File: src/rtl/search_scheduler.sv
// search_scheduler
//
// Runs one engine search per UCI `go`. A `go` is only accepted once a
// position has been loaded (ARMED). The search gets a millisecond budget;
// when it runs out, or the GUI sends `stop`, the engine is aborted and given
// STOP_GRACE cycles to hand back its best move. If it stays silent, a null
// move is reported and the sticky timeout flag is set. Loading a new position
// mid-search cancels the search and suppresses its result.
//
// Ports
//   clk_in, rst_in       clock, synchronous active-high reset
//   board_valid_in       pulse: new position loaded into the engine
//   go_in / stop_in      pulses: UCI go / stop
//   movetime_ms_in       budget in ms, sampled on accepted go (0 = infinite)
//   depth_in             depth limit, sampled on accepted go
//   ec_ready_in          engine idle and able to start
//   ec_move_in/valid_in  engine best move and its qualifying pulse
//   ec_go_out            one-cycle engine start pulse
//   ec_abort_out         level, high while the engine is being stopped
//   ec_depth_out         depth latched for the current search
//   bestmove_out/valid   result to the UCI handler, one-cycle pulse
//   busy_out             high while a search is starting, running or stopping
//   timeout_out          sticky: engine missed the grace period
module search_scheduler #(
    parameter int MOVE_W     = 16,
    parameter int CLK_PER_MS = 40000,
    parameter int STOP_GRACE = 4096
) (
    input  logic              clk_in,
    input  logic              rst_in,
    input  logic              board_valid_in,
    input  logic              go_in,
    input  logic              stop_in,
    input  logic [15:0]       movetime_ms_in,
    input  logic [3:0]        depth_in,
    input  logic              ec_ready_in,
    input  logic [MOVE_W-1:0] ec_move_in,
    input  logic              ec_valid_in,
    output logic              ec_go_out,
    output logic              ec_abort_out,
    output logic [3:0]        ec_depth_out,
    output logic [MOVE_W-1:0] bestmove_out,
    output logic              bestmove_valid_out,
    output logic              busy_out,
    output logic              timeout_out
);

    localparam int PRE_W   = (CLK_PER_MS > 1) ? $clog2(CLK_PER_MS) : 1;
    localparam int GRACE_W = (STOP_GRACE > 1) ? $clog2(STOP_GRACE) : 1;
    localparam logic [PRE_W-1:0]   PRE_LAST   = PRE_W'(CLK_PER_MS - 1);
    localparam logic [GRACE_W-1:0] GRACE_LAST = GRACE_W'(STOP_GRACE - 1);

    typedef enum logic [2:0] {
        IDLE,
        ARMED,
        START,
        SEARCH,
        STOPPING
    } state_t;

    state_t              state, state_nxt;
    logic [PRE_W-1:0]    prescale, prescale_nxt;
    logic [15:0]         ms_cnt, ms_cnt_nxt;
    logic [GRACE_W-1:0]  grace, grace_nxt;
    logic [15:0]         movetime, movetime_nxt;
    logic [3:0]          depth, depth_nxt;
    logic                discard, discard_nxt;
    logic                timeout, timeout_nxt;
    logic                go_pulse, go_pulse_nxt;
    logic [MOVE_W-1:0]   bestmove, bestmove_nxt;
    logic                bm_valid, bm_valid_nxt;
    logic                deadline;
    logic                drop_now;

    // Elapsed-ms counter saturates so a very long infinite search cannot
    // wrap around and spuriously match a budget.
    function automatic logic [15:0] sat_inc16(input logic [15:0] v);
        return (v == 16'hFFFF) ? v : v + 16'd1;
    endfunction

    assign deadline = (movetime != 16'd0) && (ms_cnt == movetime);

    // A result arriving while a new position is being loaded belongs to the
    // old position and must be dropped.
    assign drop_now = discard || board_valid_in;

    always_comb begin
        state_nxt    = state;
        prescale_nxt = prescale;
        ms_cnt_nxt   = ms_cnt;
        grace_nxt    = grace;
        movetime_nxt = movetime;
        depth_nxt    = depth;
        discard_nxt  = discard;
        timeout_nxt  = timeout;
        go_pulse_nxt = 1'b0;
        bestmove_nxt = bestmove;
        bm_valid_nxt = 1'b0;

        case (state)
            IDLE: begin
                if (board_valid_in) begin
                    state_nxt = ARMED;
                end
            end

            ARMED: begin
                // go wins over a simultaneous stop; stop is meaningless here
                if (go_in) begin
                    movetime_nxt = movetime_ms_in;
                    depth_nxt    = depth_in;
                    timeout_nxt  = 1'b0;
                    prescale_nxt = '0;
                    ms_cnt_nxt   = '0;
                    state_nxt    = START;
                end
            end

            START: begin
                // The engine has not been started yet, so a cancel needs no
                // abort handshake.
                if (board_valid_in || stop_in) begin
                    state_nxt = ARMED;
                end else if (ec_ready_in) begin
                    go_pulse_nxt = 1'b1;
                    discard_nxt  = 1'b0;
                    state_nxt    = SEARCH;
                end
            end

            SEARCH: begin
                if (prescale == PRE_LAST) begin
                    prescale_nxt = '0;
                    ms_cnt_nxt   = sat_inc16(ms_cnt);
                end else begin
                    prescale_nxt = prescale + 1'b1;
                end

                if (board_valid_in) begin
                    if (ec_valid_in) begin
                        state_nxt = ARMED;
                    end else begin
                        discard_nxt = 1'b1;
                        grace_nxt   = '0;
                        state_nxt   = STOPPING;
                    end
                end else if (ec_valid_in) begin
                    // A result in the same cycle as deadline/stop wins.
                    bestmove_nxt = ec_move_in;
                    bm_valid_nxt = 1'b1;
                    state_nxt    = ARMED;
                end else if (deadline || stop_in) begin
                    discard_nxt = 1'b0;
                    grace_nxt   = '0;
                    state_nxt   = STOPPING;
                end
            end

            STOPPING: begin
                grace_nxt = grace + 1'b1;
                if (ec_valid_in) begin
                    if (!drop_now) begin
                        bestmove_nxt = ec_move_in;
                        bm_valid_nxt = 1'b1;
                    end
                    state_nxt = ARMED;
                end else if (grace == GRACE_LAST) begin
                    if (!drop_now) begin
                        bestmove_nxt = '0;
                        bm_valid_nxt = 1'b1;
                        timeout_nxt  = 1'b1;
                    end
                    state_nxt = ARMED;
                end else if (board_valid_in) begin
                    discard_nxt = 1'b1;
                end
            end

            default: begin
                state_nxt = IDLE;
            end
        endcase
    end

    always_ff @(posedge clk_in) begin
        if (rst_in) begin
            state    <= IDLE;
            prescale <= '0;
            ms_cnt   <= '0;
            grace    <= '0;
            movetime <= '0;
            depth    <= '0;
            discard  <= 1'b0;
            timeout  <= 1'b0;
            go_pulse <= 1'b0;
            bestmove <= '0;
            bm_valid <= 1'b0;
        end else begin
            state    <= state_nxt;
            prescale <= prescale_nxt;
            ms_cnt   <= ms_cnt_nxt;
            grace    <= grace_nxt;
            movetime <= movetime_nxt;
            depth    <= depth_nxt;
            discard  <= discard_nxt;
            timeout  <= timeout_nxt;
            go_pulse <= go_pulse_nxt;
            bestmove <= bestmove_nxt;
            bm_valid <= bm_valid_nxt;
        end
    end

    // Abort is exactly "in STOPPING"; a reset drops it on the next cycle.
    assign ec_abort_out       = (state == STOPPING);
    assign busy_out           = (state == START) || (state == SEARCH) || (state == STOPPING);
    assign ec_go_out          = go_pulse;
    assign ec_depth_out       = depth;
    assign bestmove_out       = bestmove;
    assign bestmove_valid_out = bm_valid;
    assign timeout_out        = timeout;

endmodule

File: config.mk
export PLATFORM = sky130hd
export DESIGN_NAME = search_scheduler
export DESIGN_NICKNAME = d
export VERILOG_FILES = /design/src/rtl/search_scheduler.sv
export SDC_FILE = /design/constraint.sdc
export NUM_CORES = 1
export LEC_CHECK = 0
export ABC_AREA = 0
export CORE_ASPECT_RATIO = 1.5
export CORE_MARGIN = 3
export CORE_UTILIZATION = 35
export DETAILED_ROUTE_END_ITERATION = 12
export GPL_TIMING_DRIVEN = 0
export SETUP_SLACK_MARGIN = 0.4
export SLEW_MARGIN = 20
export SYNTH_ARGS = -nofsm -noshare
export SYNTH_HDL_FRONTEND = slang
export SYNTH_SLANG_ARGS = --single-unit
File: constraint.sdc
create_clock -name clk_in -period 2.8 [get_ports clk_in]
set_input_delay 0.56 -clock clk_in [delete_from_list [all_inputs] [get_ports clk_in]]
set_output_delay 0.56 -clock clk_in [all_outputs]
set_load 0.02 [all_outputs]
After elaboration in Yosys (flattened, before gate mapping)

Index checks and enable logic that the tools add are counted.
W data, S select, Z words.

Bits of input ports: 43
Bits in registers: 87
Word-level logic and storage cells: 113

Reduce and logical (&&, ||, !) cells: 21
Multiplexer cells: 51
Equal/unequal tests: 26
Bitwise operators: 1
Add/subtract/negate cells: 3

Operator list:

| cell                    | count |
|---|---|
| $mux W16                | 10 |
| $pmux W16 S2            | 3 |
| $mux W12                | 4 |
| $add A16 B1 Y16 const B | 2 |
| $eq A16 B16 Y1 const B  | 2 |
| $mux W3                 | 10 |
| $ne A2 B2 Y1 const B    | 13 |
| $pmux W12 S2            | 1 |
| $mux W1                 | 19 |
| $eq A16 B16 Y1          | 1 |
| $reduce_bool A16 Y1     | 1 |
| $pmux W3 S5             | 1 |
| $reduce_and A5 Y1       | 3 |
| $add A12 B1 Y12 const B | 1 |
| $eq A12 B12 Y1 const B  | 1 |
| $reduce_and A8 Y1       | 1 |
| $eq A3 B2 Y1 const B    | 2 |
| $ne A3 B3 Y1 const B    | 2 |
| $reduce_bool A2 Y1      | 3 |
| $logic_or A1 B1 Y1      | 5 |
| $ne A4 B4 Y1 const B    | 1 |
| $pmux W1 S2             | 2 |
| $reduce_and A2 Y1       | 2 |
| $reduce_and A4 Y1       | 1 |
| other kinds (11)        | 11 |

Logic depth before layout (Yosys ltp)

Gate-level depths: netlist of the first run.

Depth after elaboration: 7
Mapped depth: 8
Depth with buffers taken out: 7

Worst setup path before layout of the first run

Ideal clock, no wire load.

Path type: reg2reg
Start: register grace[0]
End: register bestmove[10], in the netlist bestmove_out[10]
Cell stages (with the launch flop): 9
Buffers on the path: 1
Data arrival time: 1.893 ns
Path slack: 0.790 ns
Data required time: 2.683 ns
Cell sequence: dfxtp_1 > ha_1 > nand2_1 > nor4_1 > a22oi_1 > nor2_1 > nor2_1 > clkbuf_1 > a22o_1

Longest elaborated chain between the ends: 3

RTL lines:

| what                               | RTL line | text |
|---|---|---|
| start, declared                    | 64       | `logic [GRACE_W-1:0] grace, grace_nxt;` |
| start signal, assigned             | 202      | `grace <= grace_nxt;` |
| $eq A12 B12 Y1                     | 167      | `end else if (grace == GRACE_LAST) begin` |
| $ne A3 B2 Y1 (no source line)      | -        |  |
| $reduce_and A5 Y1 (no source line) | -        |  |
| end signal, assigned               | 208      | `bestmove <= bestmove_nxt;` |
| end, declared                      | 70       | `logic [MOVE_W-1:0] bestmove, bestmove_nxt;` |

Every way passes these cells.
A chain may end at the register's enable or synchronous reset.

Worst setup path in the final report of the first run

Start: register ms_cnt[6]
End: register grace[9]

Longest elaborated chain between the ends: 5

RTL lines:

| what                               | RTL line | text |
|---|---|---|
| start, declared                    | 63       | `logic [15:0] ms_cnt, ms_cnt_nxt;` |
| start signal, assigned             | 201      | `ms_cnt <= ms_cnt_nxt;` |
| $eq A16 B16 Y1                     | 81       | `assign deadline = (movetime != 16'd0) && (ms_cnt == movetime);` |
| $logic_and A1 B1 Y1                | 81       |  |
| $logic_or A1 B1 Y1                 | 152      | `end else if (deadline \|\| stop_in) begin` |
| $ne A3 B3 Y1 (no source line)      | -        |  |
| $reduce_and A3 Y1 (no source line) | -        |  |

Every way passes these cells.

==> results.ini, run 1 <==
[route]
drt_iter0_drc=157
avgViaCountPerCell=5.29
drc_errors=0
ant_nets=0
wl_mm=10.7
dr.pass1.iters=4
wl_per_cell_um=14.9
num_vias=3771

[cts]
clk_pin_slew_ns=0.06
cts_setup_buffers=0
hold_buffers=0
clockBufferDepth=2
root_buffer=clkbuf_16
cts_buffers=9
insertion_delay_ns=0.33
cts_tree=built
clock-sinks=87
htreeDepth=3

[power]
p_leak_uw=0.00196
power_frac_seq_pct=39.6
vdd_drop_max_mv=0.317
p_int_uw=2350
power_density_nw_per_um2=672
switching_power_uw=1200
swShare_pct=33.7
combPwrFrac_pct=29.3
clkPwrFrac_pct=31.1

[cells_and_area]
fillCellCount=1102
nNetsFinal=609
num_antenna_cells=0
drive_gt1_share_pct=8.13
final_common_cell=dfxtp_1
syn_to_final_growth_pct=28.5
final_cell_mix=86 x dfxtp_1, 64 x nand2_1, 63 x clkdlybuf4s50_1, 46 x nor2_1, 45 x a21oi_1

[logic_synthesis]
syn_inst=486
netlist_area_um2=4110
synth_xor_area_share_pct=7.89
ys_seq_area_share_pct=42.4
synth_compound_area_share_pct=15.7
synth_top_family_by_area=simple AND/OR/NAND/NOR gates
ys_seq_elements=87
synthSimpleGateAreaFrac_pct=29.3
synth_nets=532
synth_cell_types=59
synth_edf_count=0
yosys_warnings=0
synth_fa_ha_area_share_pct=0.914
synthMuxAreaShare_pct=0.274
async_reset_ff_share_pct=0
synthFlopType=dfxtp_1
synth_area_per_cell_um2=8.45

[global_route]
grt_max_degree=15
met3_usage_pct=3.53
grt_pass1_wl_mm=17.6
antenna_found_initial=0
track_usage_pct=16.5
busiest_layer=met2
overflow=0
use_met2_pct=28.5
met1_usage_pct=19.8
first_global_vias=3737

[setup_path]
arrival_ns=2.48
cp_data_required_time_ns=3.06
critPathCaptureType=flop
start_kind=flop
worst-path-buf-inv=0
critPathKind=reg -> reg
worstPathCellList=xor2_1, nor4_4, nand2_2, o31a_1, or4_1, a21oi_1
slowest_delay_ns=0.52
critPathTopFamily=simple AND/OR/NAND/NOR gates
slowest_stage=or4_1
path_max_fanout=8

[min_path]
hold_class=reg -> reg

[sta]
finalClockSkew_ns=0.00681
max_freq_mhz=451
tightest_slew_ns=0.570
finalSetupTns_ns=0
hold_slack_ns=0.458
fin_crit_ns=2.22
final_hold_viol_count=0
relSlewSlack_pct=62.0
drv_slew=0
min_period_over_period_pct=79.2
setup-violations-final=0
rsz0062_at_grt=true

[placement]
portBuffers=66
place_congestion=0.893
dp_hpwl_mm=7.79

[outcome]
status=finished, final reports clean

[die]
die_h_um=139
core_um2=11200
rows=47
die_w_um=94.4
start_util_pct=36.6
dieArea_um2=13100
io_pins=68

[job]
maxCapViolations=0

==> Yosys cell counts (2+ instances only) <==
cell | instances | area share (%)
clkbuf_1 | 15 | 1.4
nor3b_1 | 5 | 0.91
and3_1 | 9 | 1.4
nor4_1 | 7 | 1.1
xnor2_1 | 5 | 1.1
a22oi_1 | 3 | 0.55
nor3_1 | 9 | 1.1
o31ai_1 | 7 | 1.3
nand4_1 | 12 | 1.8
a21oi_1 | 45 | 5.5
buf_2 | 7 | 0.85
nand2b_1 | 3 | 0.46
nor2b_1 | 2 | 0.30
o21ai_0 | 16 | 2.0
or3_1 | 9 | 1.4
nor2_1 | 47 | 4.3
nor4_4 | 2 | 1.0
a22o_1 | 16 | 3.4
nand4b_1 | 2 | 0.43
nand2_1 | 64 | 5.9
inv_1 | 6 | 0.55
a31oi_1 | 2 | 0.30
xor2_1 | 32 | 6.8
or4_1 | 5 | 0.91
and2_1 | 3 | 0.46
a211oi_1 | 2 | 0.37
o21ai_1 | 4 | 0.49
and4_1 | 5 | 1.1
nand4bb_1 | 2 | 0.55
nand3_1 | 21 | 2.6
dfxtp_1 | 87 | 42
and3_2 | 2 | 0.37
nand3b_1 | 2 | 0.37
ha_1 | 3 | 0.91
==> cell families after synthesis <==
group,count (synthesis)
AOI/OAI and AO/OA,104
xor gates and xnor gates,37
adders and majority gates,3
buffers and inverters,31
DFF,87
muxes,1
and+or+nand+nor,223
==> registers in the layout, summed over array words and instances (netlist names), 3 cells and up <==
name / cells
state: 3
prescale: 16
bestmove_out: 16
grace: 12
ec_depth_out: 4
ms_cnt: 16
movetime: 16
==> timing repair <==
action,CTS,global route
gates resized for setup,5,13
endpoints found under the setup margin,18,31
pin swaps,0,3
==> power by group through the flow <==
stage / combinational [uW] / clock [uW] / sequential, uW
2_1_floorplan: 674 / 0 / 1450
4_1_cts: 1030 / 1130 / 1410
3_3_place_gp: 1030 / 0 / 1430
5_1_grt: 1160 / 1180 / 1420
6_report: 1040 / 1100 / 1410
3_5_place_dp: 1030 / 0 / 1430
==> per-stage QoR <==
step | power (uW) | utilization, % | instances | setup slack (ns) | instance area (um^2)
2_1_floorplan | 2120 | - | 486 | 0.790 | 4110
3_3_place_gp | 2450 | 44.1 | 699 | 0.146 | 4950
3_5_place_dp | 2470 | 44.1 | 699 | 0.131 | 4950
4_1_cts | 3570 | 46.6 | 713 | 0.413 | 5230
5_1_grt | 3760 | 47.0 | 713 | 0.395 | 5280
6_report | 3550 | 47.0 | 713 | 0.582 | 5280
==> area by class of cell <==
type | count | area (um^2) | share of cell area (%)
inverters | 7 | 38.8 | 0.735
plain buffers | 24 | 108 | 2.04
multi-input cells | 368 | 2270 | 43.0
repair buffers | 66 | 661 | 12.5
flip-flops and latches | 87 | 1740 | 33.0
clock inverters | 4 | 32.5 | 0.617
clock buffers | 10 | 239 | 4.53
well taps | 147 | 184 | 3.49
==> routing by layer <==
metal / part of all wire [%] / vias to the layer above
li1: - / 1891
met1: 44 / 1798
met2: 51 / 72
met3: 3.6 / 10
met4: 1.3 / 0
met5: 0 / -
==> final timing paths <==
| check | start | endpoint | slack [ns] | cells past startpoint |
|---|---|---|---|---|
| worst max-delay path | ms_cnt[6]$_SDFFE_PP0P_ | grace[9]$_SDFFE_PP0P_ | 0.58 | 6 |
| worst min-delay path | ec_depth_out[1]$_SDFFE_PP0P_ | ec_depth_out[1]$_SDFFE_PP0P_ | 0.46 | 2 |
| worst max register to register | ms_cnt[6]$_SDFFE_PP0P_ | grace[9]$_SDFFE_PP0P_ | 0.58 | 6 |
| worst min register to register | ec_depth_out[1]$_SDFFE_PP0P_ | ec_depth_out[1]$_SDFFE_PP0P_ | 0.46 | 2 |
==> worst min-delay path, delay by kind of cell, from the launching register on <==
kind	cells	cell delay (ns)
flip-flops	1	0.31
AND/OR/NAND/NOR	1	0.05
AO/OA/AOI/OAI	1	0.05
Note: power is estimated with default switching activity, not from simulation.
==> run 2: changes to the inputs <==
==> constraint.sdc (replaced) <==
create_clock -name clk_in -period 2 [get_ports clk_in]
set_input_delay 0.4 -clock clk_in [delete_from_list [all_inputs] [get_ports clk_in]]
set_output_delay 0.4 -clock clk_in [all_outputs]
set_load 0.02 [all_outputs]
==> run 2 against run 1 <==
Compared with the run above:
- the flow now finishes with violations (negative setup slack)
- cell count increased by 9.0%
- combinational power rose to 2.7 times the previous value
- sequential share of layout area decreased by 5.8 points
- clock skew is 0.0015 ns higher
- clock power increased by 68%
- register-to-register slack got worse by 0.71 ns
- largest power group is now combinational logic
==> results.ini, run 2 (same netlist as run 1, synthesis figures left out) <==
[global_route]
overflow=0  ; unchanged
antenna_found_initial=0  ; unchanged
grt_max_degree=14  ; was 15
track_usage_pct=19.4  ; was 16.5%
first_global_vias=4082  ; was 3737
grt_pass1_wl_mm=20.5  ; was 17.6 mm

[sta]
final_hold_viol_count=0  ; unchanged
drv_slew=0  ; unchanged
relSlewSlack_pct=69.1  ; was 62.0%
finalClockSkew_ns=0.00827  ; was 0.00681 ns
rsz0062_at_grt=true  ; unchanged
max_freq_mhz=469  ; was 451 MHz
fin_crit_ns=2.13  ; was 2.22 ns
setup-violations-final=14  ; was 0
fin_ws_ns=-0.132  ; was 0.582 ns
tightest_slew_ns=0.461  ; was 0.570 ns
finalSetupTns_ns=-0.807  ; was 0 ns
min_period_over_period_pct=107  ; was 79.2%

[power]
vdd_drop_max_mv=0.501  ; was 0.317 mV
combPwrFrac_pct=42.1  ; was 29.3%
swShare_pct=33.4  ; was 33.7%
power_frac_seq_pct=29.9  ; was 39.6%
switching_power_uw=2210  ; was 1200 uW
p_leak_uw=0.00262  ; was 0.00196 uW
power_density_nw_per_um2=1010  ; was 672 nW/um^2
clkPwrFrac_pct=27.9  ; was 31.1%
p_int_uw=4410  ; was 2350 uW

[route]
wl_mm=12.6  ; was 10.7 mm
dr.pass1.iters=4  ; unchanged
drt_iter0_drc=141  ; was 157
ant_nets=0  ; unchanged
num_vias=4104  ; was 3771
wl_per_cell_um=16.3  ; was 14.9 um
avgViaCountPerCell=5.28  ; was 5.29
drc_errors=0  ; unchanged

[outcome]
status=finished with violations  ; was finished, final reports clean
violations=negative setup slack

[cells_and_area]
syn_to_final_growth_pct=60.4  ; was 28.5%
final_cell_mix=62 x dfxtp_1, 58 x nand2_1, 43 x nor2_1, 39 x clkdlybuf4s50_1, 37 x buf_4  ; was 86 x dfxtp_1, 64 x nand2_1, 63 x clkdlybuf4s50_1, 46 x nor2_1, 45 x a21oi_1
stdcell_area_um2=6590  ; was 5280 um^2
num_antenna_cells=0  ; unchanged
final_cells=777  ; was 713
drive_gt1_share_pct=35.6  ; was 8.13%
nNetsFinal=671  ; was 609
final_common_cell=dfxtp_1  ; unchanged

[die]
io_pins=68  ; unchanged
die_h_um=139  ; unchanged
start_util_pct=36.6  ; unchanged
die_w_um=94.4  ; unchanged
core_um2=11200  ; unchanged
dieArea_um2=13100  ; unchanged
rows=47  ; unchanged

[setup_path]
cp_data_required_time_ns=2.29  ; was 3.06 ns
critPathCaptureType=flop  ; unchanged
path_max_fanout=5  ; was 8
start_kind=flop  ; unchanged
critPathKind=reg -> reg  ; unchanged
arrival_ns=2.42  ; was 2.48 ns

[placement]
pre_cts_ws_ns=-0.504  ; was 0.131 ns
portBuffers=66  ; unchanged
dp_hpwl_mm=8.18  ; was 7.79 mm
placed_cell_area_um2=5150  ; was 4950 um^2
place_congestion=0.837  ; was 0.893
dpl.cell_count=699  ; unchanged

[cts]
clock-sinks=87  ; unchanged
cts_tree=built  ; unchanged
clockBufferDepth=2  ; unchanged
htreeDepth=3  ; unchanged
clk_pin_slew_ns=0.07  ; was 0.06 ns
cts_buffers=9  ; unchanged
hold_buffers=0  ; unchanged
insertion_delay_ns=0.34  ; was 0.33 ns
root_buffer=clkbuf_16  ; unchanged

[min_path]
hold_class=in -> reg  ; was reg -> reg

[job]
maxCapViolations=0  ; unchanged

[run 2: changes by cell type in the layout (fill, tap and decap cells not counted), sizes merged]
cell,before,now
clkbuf,26,22
clkinvlp,2,0
clkdlybuf4s50,63,39
dlygate4sd2,2,24
o31a,1,2
buf,8,78
inv,7,6
bufinv,0,2
[run 2: path summary, 6_finish.rpt]
path                                              startpoint                       endpoint  slack (ns)  depth (start not counted)
worst min register to register  ec_depth_out[3]$_SDFFE_PP0P_   ec_depth_out[3]$_SDFFE_PP0P_        0.46                          2
worst min-delay path                          board_valid_in  bestmove_valid_out$_SDFF_PP0_        0.40                          2
worst max register to register        ms_cnt[5]$_SDFFE_PP0P_          grace[2]$_SDFFE_PP0P_       -0.13                          7
worst max-delay path                  ms_cnt[5]$_SDFFE_PP0P_          grace[2]$_SDFFE_PP0P_       -0.13                          7
[run 2: repair_timing]
| action | 4_1_cts | 5_1_grt |
|---|---|---|
| endpoints found under the setup margin | 111 | 89 |
| gates resized for setup | 143 | 91 |
| gates cloned | 5 | 0 |
| pin swaps | 44 | 33 |
| buffers inserted | 33 | 24 |
| hold endpoints to repair | 0 | 0 |
[run 2: metal layers]
metal	routed length [um]	vias up	share of wire [%]	track usage [%]
met5	0	-	0	0
met4	303	0	2.4	8.45
met3	356	23	2.8	3.42
met2	6930	73	55	33.8
met1	5050	1995	40	23.0
li1	-	2013	-	-
[run 2: layout make-up]
cell class / instances / area [um^2]
timing repair buffer: 127 / 1200
clock buffer: 13 / 260
multi-input combinational: 369 / 2810
clock inverter: 3 / 65.1
sequential: 87 / 1790
inverter: 7 / 41.3
tap: 147 / 184
fill: 972 / 4650
buffer: 24 / 229
[run 2: power groups by stage]
stage	logic, uW	clock network [uW]	registers, uW
after floorplan	1050	0	2030
after global placement	1550	0	2010
after detailed placement	1580	0	2020
after CTS	2290	1890	1980
after global routing	2970	1940	1990
final	2790	1850	1980
[run 2: worst max-delay path, cell delays in order (launching register included)]
cell and delay (ns):
dfxtp_4 0.35, xor2_1 0.16, nor4_2 0.35, nand3_2 0.21
o31a_1 0.41, buf_6 0.16, or3_4 0.32, a21oi_2 0.11
[run 2: through the flow]
step,total power (uW),hold slack (ns),util (%)
final,6620,0.397,58.6
after global routing,6910,0.401,58.6
after CTS,6150,0.379,54.4
after detailed placement,3600,0.450,45.9
after global placement,3570,0.443,45.9
after floorplan,3080,0.460,-
==> run 3: changes to the inputs <==
--- a/config.mk
+++ b/config.mk
@@ -9,6 +9,7 @@
 export CORE_ASPECT_RATIO = 1.5
 export CORE_MARGIN = 3
 export CORE_UTILIZATION = 35
+export CTS_CLUSTER_DIAMETER = 120
 export DETAILED_ROUTE_END_ITERATION = 12
 export GPL_TIMING_DRIVEN = 0
 export SETUP_SLACK_MARGIN = 0.4
==> constraint.sdc (replaced) <==
create_clock -name clk_in -period 1.73 [get_ports clk_in]
set_input_delay 0.346 -clock clk_in [delete_from_list [all_inputs] [get_ports clk_in]]
set_output_delay 0.346 -clock clk_in [all_outputs]
set_load 0.02 [all_outputs]
==> run 3 against run 2 <==
Compared with the run above:
- the flow still finishes with violations (negative setup slack)
- setup slack worse by 0.28 ns
- maximum frequency is 0.69% lower
- count of clock-buffer cells in the layout is 3 lower
- via count is 1.4% higher
- critical endpoint is now grace[3]$_SDFFE_PP0P_
- largest power group unchanged
- highest routed layer unchanged
==> results.ini, run 3 (same netlist as run 1, synthesis figures left out) <==
[sta]
fin_crit_ns=2.15  ; was 2.13 ns
max_freq_mhz=466  ; was 469 MHz
setup-violations-final=64  ; was 14
relSlewSlack_pct=55.0  ; was 69.1%
finalClockSkew_ns=0.00777  ; was 0.00827 ns
fin_ws_ns=-0.417  ; was -0.132 ns
final_hold_viol_count=0  ; unchanged
min_period_over_period_pct=124  ; was 107%
tightest_slew_ns=0.676  ; was 0.461 ns
rsz0062_at_grt=true  ; unchanged
drv_slew=0  ; unchanged

[power]
vdd_drop_max_mv=0.546  ; was 0.501 mV
p_int_uw=5160  ; was 4410 uW
power_density_nw_per_um2=1160  ; was 1010 nW/um^2
combPwrFrac_pct=43.6  ; was 42.1%
power_uw=7890  ; was 6620 uW
switching_power_uw=2720  ; was 2210 uW
power_frac_seq_pct=29.1  ; was 29.9%
p_leak_uw=0.00263  ; was 0.00262 uW
swShare_pct=34.5  ; was 33.4%
clkPwrFrac_pct=27.3  ; was 27.9%

[cells_and_area]
stdcell_area_um2=6800  ; was 6590 um^2
drive_gt1_share_pct=45.7  ; was 35.6%
num_antenna_cells=0  ; unchanged
final_cell_mix=56 x dfxtp_1, 42 x nor2_1, 38 x clkdlybuf4s50_1, 36 x nand2_1, 36 x buf_4  ; was 62 x dfxtp_1, 58 x nand2_1, 43 x nor2_1, 39 x clkdlybuf4s50_1, 37 x buf_4
nNetsFinal=674  ; was 671
final_common_cell=dfxtp_1  ; unchanged
syn_to_final_growth_pct=65.6  ; was 60.4%
fillCellCount=941  ; was 972

[cts]
cts_buffers=9  ; unchanged
root_buffer=clkbuf_16  ; unchanged
clockBufferDepth=2  ; unchanged
insertion_delay_ns=0.34  ; about the same
clock-sinks=87  ; unchanged
htreeDepth=3  ; unchanged
cts_tree=built  ; unchanged
clk_pin_slew_ns=0.07  ; about the same

[global_route]
track_usage_pct=19.6  ; was 19.4%
grt_max_degree=16  ; was 14
antenna_found_initial=0  ; unchanged
use_met2_pct=36.2  ; was 33.8%
busiest_layer=met2  ; unchanged
first_global_vias=4141  ; was 4082
met1_usage_pct=21.7  ; was 23.0%
grt_pass1_wl_mm=20.4  ; was 20.5 mm
met3_usage_pct=3.15  ; was 3.42%
overflow=0  ; unchanged

[setup_path]
critPathCaptureType=flop  ; unchanged
arrival_ns=2.43  ; was 2.42 ns
cp_data_required_time_ns=2.01  ; was 2.29 ns
start_kind=flop  ; unchanged
worstPathCellList=xor2_2, nor4_4, nand2_2, buf_6, o31a_1, or3_1, a21oi_2  ; was xor2_1, nor4_2, nand3_2, o31a_1, buf_6, or3_4, a21oi_2
critPathKind=reg -> reg  ; unchanged
slowest_delay_ns=0.41  ; about the same
slowest_stage=nor4_4  ; was o31a_1
path_max_fanout=4  ; was 5

[die]
die_h_um=139  ; unchanged
core_um2=11200  ; unchanged
rows=47  ; unchanged
start_util_pct=36.6  ; unchanged
die_w_um=94.4  ; unchanged
io_pins=68  ; unchanged
dieArea_um2=13100  ; unchanged

[outcome]
status=finished with violations  ; unchanged
violations=negative setup slack  ; unchanged

[route]
drt_iter0_drc=138  ; was 141
avgViaCountPerCell=5.33  ; was 5.28
wl_mm=13.1  ; was 12.6 mm
drc_errors=0  ; unchanged
ant_nets=0  ; unchanged
num_vias=4161  ; was 4104
dr.pass1.iters=4  ; unchanged
wl_per_cell_um=16.8  ; was 16.3 um

[placement]
placed_cell_area_um2=5170  ; was 5150 um^2
place_congestion=0.824  ; was 0.837
dp_hpwl_mm=8.28  ; was 8.18 mm
portBuffers=66  ; unchanged

[job]
maxCapViolations=0  ; unchanged

[min_path]
hold_class=reg -> reg  ; was in -> reg

## run 3: through the flow
| stage | util, % | cells | worst slack, ns | hold slack, ns | TNS, ns |
|---|---|---|---|---|---|
| after floorplan | - | 486 | -0.177 | 0.460 | -3.33 |
| after global placement | 46.1 | 699 | -0.683 | 0.444 | -33.93 |
| after detailed placement | 46.1 | 699 | -0.690 | 0.449 | -35.25 |
| after CTS | 56.4 | 763 | -0.319 | 0.459 | -9.56 |
| after global routing | 60.6 | 780 | -0.446 | 0.490 | -18.00 |
| final | 60.6 | 780 | -0.417 | 0.473 | -12.81 |
## run 3: cell type report
cell class	instances	area, um^2	area share (%)
clock inverter	6	92.6	1.36
sequential	87	1810	26.5
inverter	7	41.3	0.607
tap	147	184	2.70
buffer	24	234	3.44
multi-input combinational	369	2950	43.3
timing repair buffer	130	1260	18.5
clock buffer	10	239	3.51
## run 3: path summary, 6_finish.rpt
path                            slack [ns]                           end                          from  cells past startpoint
worst max register to register       -0.42         grace[3]$_SDFFE_PP0P_     movetime[13]$_SDFFE_PP0P_                      7
worst min-delay path                  0.47  ec_depth_out[3]$_SDFFE_PP0P_  ec_depth_out[3]$_SDFFE_PP0P_                      2
worst max-delay path                 -0.42         grace[3]$_SDFFE_PP0P_     movetime[13]$_SDFFE_PP0P_                      7
worst min register to register        0.47  ec_depth_out[3]$_SDFFE_PP0P_  ec_depth_out[3]$_SDFFE_PP0P_                      2
## run 3: repair_timing
item,in CTS,in global routing
cloned,7,1
gates resized for setup,215,95
hold buffers,0,0
setup endpoints to repair,112,92
pin swaps,36,38
buffers inserted,41,16
## run 3: metal layers
layer | vias to the layer above | routed length, um
met1 | 2025 | 5020
li1 | 2024 | -
met3 | 26 | 360
met4 | 0 | 309
met2 | 86 | 7450
met5 | - | 0
## run 3: power groups by stage
stage          Clock [uW]  Sequential (uW)  Combinational [uW]
6_report             2160             2290                3440
5_1_grt              2280             2310                3620
4_1_cts              2200             2280                2910
3_5_place_dp            0             2340                1860
3_3_place_gp            0             2330                1840
2_1_floorplan           0             2350                1250
## run 3: critical path, delay by kind of cell, from the launching register on
kind                   cells  cell delay (ns)
AO/OA/AOI/OAI              2             0.44
AND/OR/NAND/NOR            3             0.94
buffers and inverters      1             0.15
XOR/XNOR                   1             0.18
flip-flops                 1             0.36
